--- config.mk ---
export PLATFORM = sky130hd
export DESIGN_NAME = axis_elastic_buffer_flat
export DESIGN_NICKNAME = d
export VERILOG_FILES = /design/src/rtl/axis_pkg.sv /design/src/rtl/axis_elastic_buffer_if.sv /design/src/rtl/elastic_buffer_ring.sv /design/src/rtl/axis_elastic_buffer.sv /design/src/flat_wrapper.sv
export SDC_FILE = /design/constraint.sdc
export NUM_CORES = 1
export LEC_CHECK = 0
export ABC_AREA = 1
export CORE_UTILIZATION = 56
export DETAILED_ROUTE_END_ITERATION = 10
export MAX_ROUTING_LAYER = met4
export PLACE_DENSITY = 0.87
export SYNTH_ARGS = -nofsm -noshare
export SYNTH_HDL_FRONTEND = slang
export SYNTH_HIERARCHICAL = 1
export SYNTH_SLANG_ARGS = --single-unit
--- constraint.sdc ---
create_clock -name i_clk -period 5.1 [get_ports i_clk]
set_input_delay 1.275 -clock i_clk [delete_from_list [all_inputs] [get_ports i_clk]]
set_output_delay 1.275 -clock i_clk [all_outputs]
set_load 0.03 [all_outputs]
--- src/rtl/axis_pkg.sv ---
// Shared helpers for the AXI-Stream elastic buffer slice.
// Provides count/pointer width helpers and a power-of-two check.
package axis_pkg;

    // Width able to hold the values 0..depth inclusive.
    function automatic int cnt_width(input int depth);
        return $clog2(depth + 1);
    endfunction

    function automatic bit is_pow2(input int n);
        return (n > 0) && ((n & (n - 1)) == 0);
    endfunction

    // Pointer width for n entries; one bit minimum.
    function automatic int ptr_width(input int n);
        return (n > 1) ? $clog2(n) : 1;
    endfunction

endpackage

--- src/rtl/axis_elastic_buffer_if.sv ---
// Handshake bundle for axis_elastic_buffer.
// Ports: i_flush, i_valid/o_ready/i_data/i_last upstream,
//        o_valid/i_ready/o_data/o_last downstream, o_count, o_afull.
// slave = buffer side, master = producer/consumer side.
interface axis_elastic_buffer_if
    import axis_pkg::*;
#(
    parameter int NB_DATA = 32,
    parameter int DEPTH   = 4
);
    localparam int NB_CNT = cnt_width(DEPTH);

    logic               i_flush;
    logic               i_valid;
    logic               o_ready;
    logic [NB_DATA-1:0] i_data;
    logic               i_last;
    logic               o_valid;
    logic               i_ready;
    logic [NB_DATA-1:0] o_data;
    logic               o_last;
    logic [NB_CNT-1:0]  o_count;
    logic               o_afull;

    modport slave (
        input  i_flush,
        input  i_valid,
        input  i_data,
        input  i_last,
        input  i_ready,
        output o_ready,
        output o_valid,
        output o_data,
        output o_last,
        output o_count,
        output o_afull
    );

    modport master (
        output i_flush,
        output i_valid,
        output i_data,
        output i_last,
        output i_ready,
        input  o_ready,
        input  o_valid,
        input  o_data,
        input  o_last,
        input  o_count,
        input  o_afull
    );

endinterface

--- src/rtl/elastic_buffer_ring.sv ---
// Circular register array backing the elastic buffer.
// Ports: i_clk, i_rst, i_flush, write (i_wr_en, i_wr_data),
//        read-advance (i_rd_en), o_rd_data = oldest entry.
module elastic_buffer_ring
    import axis_pkg::*;
#(
    parameter int NB_WIDTH = 33,
    parameter int N_ENTRY  = 3
) (
    input  logic                i_clk,
    input  logic                i_rst,
    input  logic                i_flush,
    input  logic                i_wr_en,
    input  logic [NB_WIDTH-1:0] i_wr_data,
    input  logic                i_rd_en,
    output logic [NB_WIDTH-1:0] o_rd_data
);

    localparam int NB_PTR = ptr_width(N_ENTRY);
    localparam logic [NB_PTR-1:0] PTR_LAST = NB_PTR'(N_ENTRY - 1);

    logic [NB_WIDTH-1:0] mem [N_ENTRY];
    logic [NB_PTR-1:0]   wr_ptr;
    logic [NB_PTR-1:0]   rd_ptr;

    // N_ENTRY need not be a power of two, so wrap explicitly.
    function automatic logic [NB_PTR-1:0] ptr_inc(
        input logic [NB_PTR-1:0] p
    );
        return (p == PTR_LAST) ? '0 : p + NB_PTR'(1);
    endfunction

    always_ff @(posedge i_clk) begin
        if (i_rst || i_flush) begin
            wr_ptr <= '0;
            rd_ptr <= '0;
        end else begin
            if (i_wr_en) wr_ptr <= ptr_inc(wr_ptr);
            if (i_rd_en) rd_ptr <= ptr_inc(rd_ptr);
        end
    end

    // Payload needs no reset; occupancy lives in the parent.
    always_ff @(posedge i_clk) begin
        if (i_wr_en) mem[wr_ptr] <= i_wr_data;
    end

    assign o_rd_data = mem[rd_ptr];

endmodule

--- src/rtl/axis_elastic_buffer.sv ---
// DEPTH-beat AXI-Stream elastic buffer, all outputs from flops.
// Ports: i_clk, i_rst (sync, active-high), bus (slave modport).
module axis_elastic_buffer
    import axis_pkg::*;
#(
    parameter int NB_DATA   = 32,
    parameter int DEPTH     = 4,
    parameter int AFULL_LVL = DEPTH - 1
) (
    input logic                  i_clk,
    input logic                  i_rst,
    axis_elastic_buffer_if.slave bus
);

    localparam int NB_CNT = cnt_width(DEPTH);

    typedef struct packed {
        logic [NB_DATA-1:0] data;
        logic               last;
    } beat_t;

    localparam int NB_BEAT = $bits(beat_t);
    localparam int NB_RING = DEPTH - 1;

    localparam logic [NB_CNT-1:0] CNT_FULL  = NB_CNT'(DEPTH);
    localparam logic [NB_CNT-1:0] CNT_AFULL = NB_CNT'(AFULL_LVL);
    localparam logic [NB_CNT-1:0] CNT_ONE   = NB_CNT'(1);

    if (DEPTH < 2 || !is_pow2(DEPTH)) begin : g_bad_depth
        $error("DEPTH must be a power of two >= 2");
    end

    if (AFULL_LVL < 1 || AFULL_LVL > DEPTH) begin : g_bad_afull
        $error("AFULL_LVL must be in 1..DEPTH");
    end

    logic              push;
    logic              pop;
    logic              head_load;
    logic              ring_has;
    logic              take_ring;
    logic              take_in;
    logic              wr_en;
    logic [NB_CNT-1:0] count_q;
    logic [NB_CNT-1:0] count_next;
    logic              valid_q;
    logic              ready_q;
    logic              afull_q;
    beat_t             head_q;
    beat_t             in_beat;
    beat_t             ring_beat;

    assign in_beat = '{data: bus.i_data, last: bus.i_last};

    always_comb begin
        push      = bus.i_valid & ready_q;
        pop       = valid_q & bus.i_ready;
        head_load = ~valid_q | pop;
        // Head is always filled first, so the array
        // holds beats only when count exceeds one.
        ring_has  = count_q > CNT_ONE;
        take_ring = head_load & ring_has & ~bus.i_flush;
        take_in   = head_load & ~ring_has & push
                  & ~bus.i_flush;
        wr_en     = push & ~take_in & ~bus.i_flush;
        if (bus.i_flush) begin
            count_next = '0;
        end else begin
            count_next = count_q + NB_CNT'(push)
                       - NB_CNT'(pop);
        end
    end

    always_ff @(posedge i_clk) begin
        if (i_rst) begin
            count_q <= '0;
            valid_q <= 1'b0;
            ready_q <= 1'b1;
            afull_q <= 1'b0;
            head_q  <= '0;
        end else begin
            count_q <= count_next;
            valid_q <= count_next != '0;
            ready_q <= count_next < CNT_FULL;
            afull_q <= count_next >= CNT_AFULL;
            if (take_ring) begin
                head_q <= ring_beat;
            end else if (take_in) begin
                head_q <= in_beat;
            end
        end
    end

    elastic_buffer_ring #(
        .NB_WIDTH (NB_BEAT),
        .N_ENTRY  (NB_RING)
    ) u_ring (
        .i_clk     (i_clk),
        .i_rst     (i_rst),
        .i_flush   (bus.i_flush),
        .i_wr_en   (wr_en),
        .i_wr_data (in_beat),
        .i_rd_en   (take_ring),
        .o_rd_data (ring_beat)
    );

    assign bus.o_valid = valid_q;
    assign bus.o_ready = ready_q;
    assign bus.o_afull = afull_q;
    assign bus.o_count = count_q;
    assign bus.o_data  = head_q.data;
    assign bus.o_last  = head_q.last;

endmodule

--- src/flat_wrapper.sv ---
// flat-port wrapper written by rule: the top's interface ports become plain ports
module axis_elastic_buffer_flat import axis_pkg::*;
#(
    parameter int NB_DATA   = 32,
    parameter int DEPTH     = 4,
    parameter int AFULL_LVL = DEPTH - 1
)
  (i_clk, i_rst, bus_i_flush, bus_i_valid, bus_i_data, bus_i_last, bus_i_ready, bus_o_ready, bus_o_valid, bus_o_data, bus_o_last, bus_o_count, bus_o_afull);
  axis_elastic_buffer_if #(.NB_DATA(NB_DATA), .DEPTH(DEPTH)) bus_i ();
  input logic i_clk;
  input logic i_rst;
  input wire logic [$bits(bus_i.i_flush)-1:0] bus_i_flush;
  input wire logic [$bits(bus_i.i_valid)-1:0] bus_i_valid;
  input wire logic [$bits(bus_i.i_data)-1:0] bus_i_data;
  input wire logic [$bits(bus_i.i_last)-1:0] bus_i_last;
  input wire logic [$bits(bus_i.i_ready)-1:0] bus_i_ready;
  output wire logic [$bits(bus_i.o_ready)-1:0] bus_o_ready;
  output wire logic [$bits(bus_i.o_valid)-1:0] bus_o_valid;
  output wire logic [$bits(bus_i.o_data)-1:0] bus_o_data;
  output wire logic [$bits(bus_i.o_last)-1:0] bus_o_last;
  output wire logic [$bits(bus_i.o_count)-1:0] bus_o_count;
  output wire logic [$bits(bus_i.o_afull)-1:0] bus_o_afull;
  assign bus_i.i_flush = bus_i_flush;
  assign bus_i.i_valid = bus_i_valid;
  assign bus_i.i_data = bus_i_data;
  assign bus_i.i_last = bus_i_last;
  assign bus_i.i_ready = bus_i_ready;
  assign bus_o_ready = bus_i.o_ready;
  assign bus_o_valid = bus_i.o_valid;
  assign bus_o_data = bus_i.o_data;
  assign bus_o_last = bus_i.o_last;
  assign bus_o_count = bus_i.o_count;
  assign bus_o_afull = bus_i.o_afull;
  axis_elastic_buffer #(.NB_DATA(NB_DATA), .DEPTH(DEPTH), .AFULL_LVL(AFULL_LVL)) u_core (.i_clk(i_clk), .i_rst(i_rst), .bus(bus_i));
endmodule
==> metrics, run 1 <==
Inserted Clock Buffers 17; Finish-stage setup viols 0; post-synthesis adder-cell area fraction 0.9093%; number of fill cells 753; CTS tree yes; CP max-delay cell nand2_1; final core utilization 70.90%; Final Max Slew Viols 0; clock root buffer clkbuf_16; simple-gate portion of the synthesized area 26.78%; number of clock sinks 144; number of max-cap violations 0; CP bufs+invs 4; CP Class in -> reg; busiest grt layer met2; worst skew pair latency 0.41 ns; sequential fraction of the synthesis area 61.20%; final hold violation count 0; Mapped Nets 773; CTS resizes 0; Die Y-Extent 108.3 um; largest net degree at the start of global routing 58; final setup TNS 0 ns; flops & latches, synth 144; nets 843; Hold Path End u_core/u_ring/wr_ptr[1]$_SDFFE_PP0P_; global-route wire length before repair 22.62 mm; # diodes 0; GR Layer Usage met1 29.81%; FF-to-FF setup slack 2.21 ns; die width 108.3 um; CP max stage delay 0.98 ns; Synth warnings 6; Pwr per Cell Area 384.3 nW/um^2; leak pwr 0.003538 uW; Avg Synthesized Cell Area 8.659 um^2; worst path cell trace clkdlybuf4s50_1 > inv_1 > nand2_1 > buf_4 > nand2_1 > inv_1 > a21oi_1 > nor2_1; Detailed Route WL 14.33 mm; r2r endpoint u_core/u_ring/rd_ptr[1]$_SDFFE_PP0P_; Slew headroom 11.91%; met2 Use GR 45.31%; # rows 38; CP Launch Point bus_i_ready; I/O Buffers 76; Initial DRT Pass Iterations 5; Hold Path Depth 2; Crit. path cell count 8; min-delay src u_core/u_ring/wr_ptr[1]$_SDFFE_PP0P_; Setup crit end kind flip-flop; Period Utilization, post-route 75.66%; synthesized cell area 6330 um^2; maximum clock rate 259.1 MHz; vias in the first global route 5,034; Via-to-Cell Ratio 5.232; outcome finished, final reports clean; full die area 11,730 um^2; Synth cell types 22; DP HPWL 8.105 mm; Final ANT Viol Nets 0; Post-CTS Setup Repair Bufs 0; Max Buffers Root-to-Sink 2; Post-route DRC 0; Worst-Margin Slew 1.318 ns; peak supply drop 0.0002226 V; IO Count 77; Area growth syn-to-layout 22.49%; Top Family by Delay on Critical Path simple AND/OR/NAND/NOR gates; layout cells sized above 1 5.283%; Final min period 3.859 ns; R2R depth 6; GP Congestion 0.7545; gr ovfl total 0; CP arrival 4.16 ns; RSZ-0062 raised after global routing false; Synth Area in XOR/XNOR 0.1384%; met3 usage 5.787%; FF-to-FF Start u_core/bus.o_valid$_SDFF_PP0_; Synth Area in Compound Gates 0.4546%; total power 2980 uW; Worst Clk Skew 0.005281 ns; largest family of logic cells by synthesized area simple AND/OR/NAND/NOR gates; Core ar. 10,940 um^2; Worst-path clk slew 0.06 ns; Avg WL per Cell 15.02 um; Startpoint Class input port; Initial Util 57.88%; Mapped Cells 731; mux contribution to synthesized area 0%; GRT Util Overall 26.56%; H-tree depth 4; vias 4,991; Hold Crit Class reg -> reg; Data required, critical path 5.40 ns; first-iteration detailed-routing DRC count 424; Post-CTS Hold Buffers 0; CP max FO 34; initial antenna violation count 0
[power by group]
| part | switching, uW | internal (uW) |
|---|---|---|
| Combinational | 210 | 129 |
| Sequential | 18.8 | 1290 |
| Clock | 455 | 878 |
| Total | 684 | 2300 |
[cell usage in the layout, fill, tap and decap left out, types with 2 or more instances in the layout]
cell / n
clkinv_2: 2
nor2_1: 75
clkbuf_16: 17
clkdlybuf4s50_1: 76
nand3_1: 68
a21oi_1: 3
inv_1: 115
clkbuf_1: 3
edfxtp_1: 99
inv_4: 2
buf_4: 8
dfxtp_1: 45
ha_1: 3
nand2_1: 279
clkinvlp_4: 2
bufinv_16: 5
[synthesized netlist by cell type, drive strengths merged]
cell | instances | share of area [%]
dfxtp | 45 | 14
a31oi | 1 | 0.099
nor2 | 76 | 4.6
ha | 3 | 0.59
nor3 | 1 | 0.079
xnor2 | 1 | 0.14
nand2 | 280 | 17
buf | 26 | 3.0
a21oi | 3 | 0.24
inv | 118 | 7.1
or2 | 1 | 0.099
edfxtp | 99 | 47
a21o | 1 | 0.12
nand3 | 68 | 5.4
clkbuf | 7 | 0.42
fa | 1 | 0.32
[layer usage]
metal,vias up,routed length (um)
li1,2387,-
met1,2328,5482
met2,248,7365
met3,28,1158
met4,0,326
met5,-,0
[state kept, by name (all words and copies together), names as in the netlist, named ones only]
register / count
u_core/u_ring/wr_ptr: 2
u_core/bus.o_afull: 1
u_core/bus.o_ready: 1
u_core/bus.o_valid: 1
u_core/bus.o_data: 32
u_core/bus.o_last: 1
u_core/bus.o_count: 3
u_core/u_ring/mem: 99
u_core/u_ring/rd_ptr: 2
[area by class of cell]
| type | instances | area [um^2] | share of cell area (%) |
|---|---|---|---|
| Sequential cell | 144 | 3874 | 49.96 |
| Multi-Input combinational cell | 436 | 1798 | 23.19 |
| Timing Repair Buffer | 84 | 820.8 | 10.59 |
| Clock buffer | 21 | 450.4 | 5.809 |
| Inverter | 118 | 447.9 | 5.777 |
| Clock inverter | 11 | 187.7 | 2.421 |
| Tap cell | 140 | 175.2 | 2.259 |
[through the flow]
stage	std cells	instance area, um^2	setup WS (ns)	hold slack, ns
finish	954	7754	1.241	0.4997
detailed placement	922	7116	0.9313	0.4874
global route	954	7754	1.046	0.5030
global placement	922	7116	1.011	0.4610
floorplan	731	6330	0.3424	0.4529
CTS	954	7754	1.318	0.4962
[worst max-delay path by stage]
stage                                           end  slack, ns
2_1_floorplan     u_core/u_ring/mem[2][0]$_DFFE_PP_       0.34
3_3_place_gp                              flip-flop       1.01
3_5_place_dp                              flip-flop       0.93
4_1_cts        u_core/u_ring/rd_ptr[1]$_SDFFE_PP0P_       1.32
5_1_grt                                   flip-flop       1.05
6_report       u_core/u_ring/rd_ptr[1]$_SDFFE_PP0P_       1.24
[worst min-delay path, delay by kind of cell (launching register included)]
family	cells	cell delay [ns]
flip-flops	1	0.33
AO/OA/AOI/OAI	1	0.06
AND/OR/NAND/NOR	1	0.07
[logic make-up after synthesis]
family,after synthesis
AOI/OAI and AO/OA,5
xor gates and xnor gates,1
adders and majority gates,4
buffers and inverters,151
DFF,144
and+or+nand+nor,426
Note: power is estimated with default switching activity, not from simulation.
==> inputs of run 2 (changes only) <==
clock period = 3.64 ns   (was 5.1 ns; I/O delays follow)
==> metrics, run 2 (same netlist as run 1, synthesis figures left out) <==
Worst-Margin Slew 0.8702 ns (was 1.318 ns); Max Buffers Root-to-Sink 2 (unchanged); first-iteration detailed-routing DRC count 440 (was 424); CP Launch Point bus_i_valid (was bus_i_ready); part of the power in registers 42.8% (was 43.9%); gr ovfl total 0 (unchanged); Data required, critical path 4.01 ns (was 5.40 ns); GP Congestion 0.7900 (was 0.7545); initial antenna violation count 0 (unchanged); outcome finished, final reports clean (unchanged); Via-to-Cell Ratio 5.193 (was 5.232); CP Class in -> reg (unchanged); DP Area 7167 um^2 (was 7116 um^2); Initial DRT Pass Iterations 5 (unchanged); Setup crit end kind flip-flop (unchanged); r2r endpoint u_core/u_ring/rd_ptr[0]$_SDFFE_PP0P_ (was u_core/u_ring/rd_ptr[1]$_SDFFE_PP0P_); vias 4,985 (was 4,991); most common cell after layout, fill and taps aside nand2_1 (unchanged); H-tree depth 4 (unchanged); DP HPWL 8.449 mm (was 8.105 mm); Startpoint Class input port (unchanged); Die Y-Extent 108.3 um (unchanged); Worst Clk Skew 0.009074 ns (was 0.005281 ns); Area growth syn-to-layout 23.82% (was 22.49%); layout cells sized above 1 6.098% (was 5.283%); largest net degree at the start of global routing 35 (was 58); worst path cell trace clkdlybuf4s50_1 > nand2_1 > ha_1 > inv_1 > ha_1 > inv_1 > fa_1 > or2_2 > nor2_1 > nand2_1 > nand2_1 (was clkdlybuf4s50_1 > inv_1 > nand2_1 > buf_4 > nand2_1 > inv_1 > a21oi_1 > nor2_1); leak pwr 0.003588 uW (was 0.003538 uW); nets 849 (was 843); full die area 11,730 um^2 (unchanged); CTS tree yes (unchanged); Final ANT Viol Nets 0 (unchanged); vias in the first global route 5,087 (was 5,034); RSZ-0062 raised after global routing false (unchanged); Hold Crit Class reg -> reg (unchanged); Gate power share 11.1% (was 11.4%); max reg flops 99 (unchanged); worst skew pair latency 0.43 ns (was 0.41 ns); CP arrival 2.98 ns (was 4.16 ns); CP max stage delay 0.48 ns (was 0.98 ns); Worst Setup EP u_core/bus.o_afull$_SDFF_PP0_ (was u_core/u_ring/rd_ptr[1]$_SDFFE_PP0P_); total power 4284 uW (was 2980 uW); sw frac 22.76% (was 22.96%); most frequent cells in the layout nand2_1, inv_1, edfxtp_1, clkdlybuf4s50_1, nor2_1 (unchanged); Clock power frac 46.2% (was 44.7%); final hold violation count 0 (unchanged); R2R depth 9 (was 6); CTS resizes 0 (unchanged); Finish-stage setup viols 0 (unchanged); IO Count 77 (unchanged); # rows 38 (unchanged); Post-CTS Setup Repair Bufs 0 (unchanged); number of max-cap violations 0 (unchanged); Period Utilization, post-route 71.93%; cell area after layout 7838 um^2 (was 7754 um^2); Final Max Slew Viols 0 (unchanged); Post-CTS Hold Buffers 0 (unchanged); Slew headroom 41.91% (was 11.91%); Core ar. 10,940 um^2 (unchanged); Detailed Route WL 14.60 mm (was 14.33 mm); FF-to-FF Start u_core/bus.o_count[1]$_SDFF_PP0_ (was u_core/bus.o_valid$_SDFF_PP0_); Post-route DRC 0 (unchanged); most frequent CP cell nand2_1; Worst-path clk slew 0.05 ns (was 0.06 ns); clock root buffer clkbuf_16 (unchanged); GRT Util Overall 27.96% (was 26.56%); WHS 0.4923 ns (was 0.4997 ns); global-route wire length before repair 23.52 mm (was 22.62 mm); Pwr per Cell Area 546.6 nW/um^2 (was 384.3 nW/um^2); I/O Buffers 76 (unchanged); maximum clock rate 382.0 MHz; Final min period 2.618 ns; Avg WL per Cell 15.21 um (was 15.02 um); FF-to-FF setup slack 1.56 ns (was 2.21 ns); number of clock sinks 144 (unchanged); peak supply drop 0.0003795 V (was 0.0002226 V); CP max FO 2 (was 34); Inserted Clock Buffers 17 (unchanged); final setup TNS 0 ns (unchanged); Net Switching 975.2 uW (was 684.3 uW); Top reg by flops u_core/u_ring/mem (unchanged); number of fill cells 770 (was 753); Initial Util 57.88% (unchanged); die width 108.3 um (unchanged); CP max-delay cell clkdlybuf4s50_1 (was nand2_1); Internal 3309 uW (was 2296 uW); # diodes 0 (unchanged)
[run 2: worst max-delay path, delay by kind of cell]
| family | cells | cell delay, ns |
|---|---|---|
| adder cells (fa/ha/maj) | 3 | 0.85 |
| buffers and inverters | 3 | 0.59 |
| AND/OR/NAND/NOR | 5 | 0.64 |
[run 2: worst min-delay path by stage]
stage / depth (start not counted) / end / slack, ns / from
finish: 2 / u_core/u_ring/wr_ptr[1]$_SDFFE_PP0P_ / 0.49 / u_core/u_ring/wr_ptr[1]$_SDFFE_PP0P_
detailed placement: 2 / u_core/u_ring/wr_ptr[1]$_SDFFE_PP0P_ / 0.49 / u_core/u_ring/wr_ptr[1]$_SDFFE_PP0P_
CTS: 2 / u_core/u_ring/wr_ptr[1]$_SDFFE_PP0P_ / 0.49 / u_core/u_ring/wr_ptr[1]$_SDFFE_PP0P_
global route: 2 / u_core/u_ring/wr_ptr[1]$_SDFFE_PP0P_ / 0.52 / u_core/u_ring/wr_ptr[1]$_SDFFE_PP0P_
floorplan: 2 / u_core/u_ring/wr_ptr[1]$_SDFFE_PP0P_ / 0.45 / u_core/u_ring/wr_ptr[1]$_SDFFE_PP0P_
global placement: 2 / u_core/u_ring/wr_ptr[1]$_SDFFE_PP0P_ / 0.46 / u_core/u_ring/wr_ptr[1]$_SDFFE_PP0P_
[run 2: final cells by class]
cell class / count / area (um^2) / share of cell area [%]
Clock buffer: 22 / 464.2 / 5.923
Clock inverter: 10 / 206.4 / 2.634
Inverter: 118 / 447.9 / 5.715
Multi-Input combinational cell: 436 / 1804 / 23.02
Sequential cell: 144 / 3874 / 49.43
Tap cell: 140 / 175.2 / 2.235
Timing Repair Buffer: 90 / 865.8 / 11.05
[run 2: layer usage]
| metal | part of all wire, % | GRT usage [%] | up-vias |
|---|---|---|---|
| li1 | - | - | 2391 |
| met1 | 37 | 30.58 | 2287 |
| met2 | 51 | 47.59 | 270 |
| met3 | 9.0 | 6.148 | 37 |
| met4 | 2.4 | 14.96 | 0 |
| met5 | 0 | - | - |
[run 2: power groups by stage]
| stage | registers, uW | clock network (uW) | logic, uW |
|---|---|---|---|
| final | 1830 | 1980 | 473 |
| after global routing | 1840 | 2060 | 518 |
| after CTS | 1830 | 1990 | 472 |
| after detailed placement | 1870 | 0 | 465 |
| after global placement | 1860 | 0 | 450 |
| after floorplan | 1950 | 0 | 194 |
[run 2: through the flow]
stage | util (%) | worst slack [ns] | instances
2_1_floorplan | - | 0.2502 | 731
3_3_place_gp | 65.54 | 0.7222 | 928
4_1_cts | 71.67 | 1.024 | 960
3_5_place_dp | 65.54 | 0.5703 | 928
5_1_grt | 71.67 | 0.9076 | 960
6_report | 71.67 | 1.022 | 960
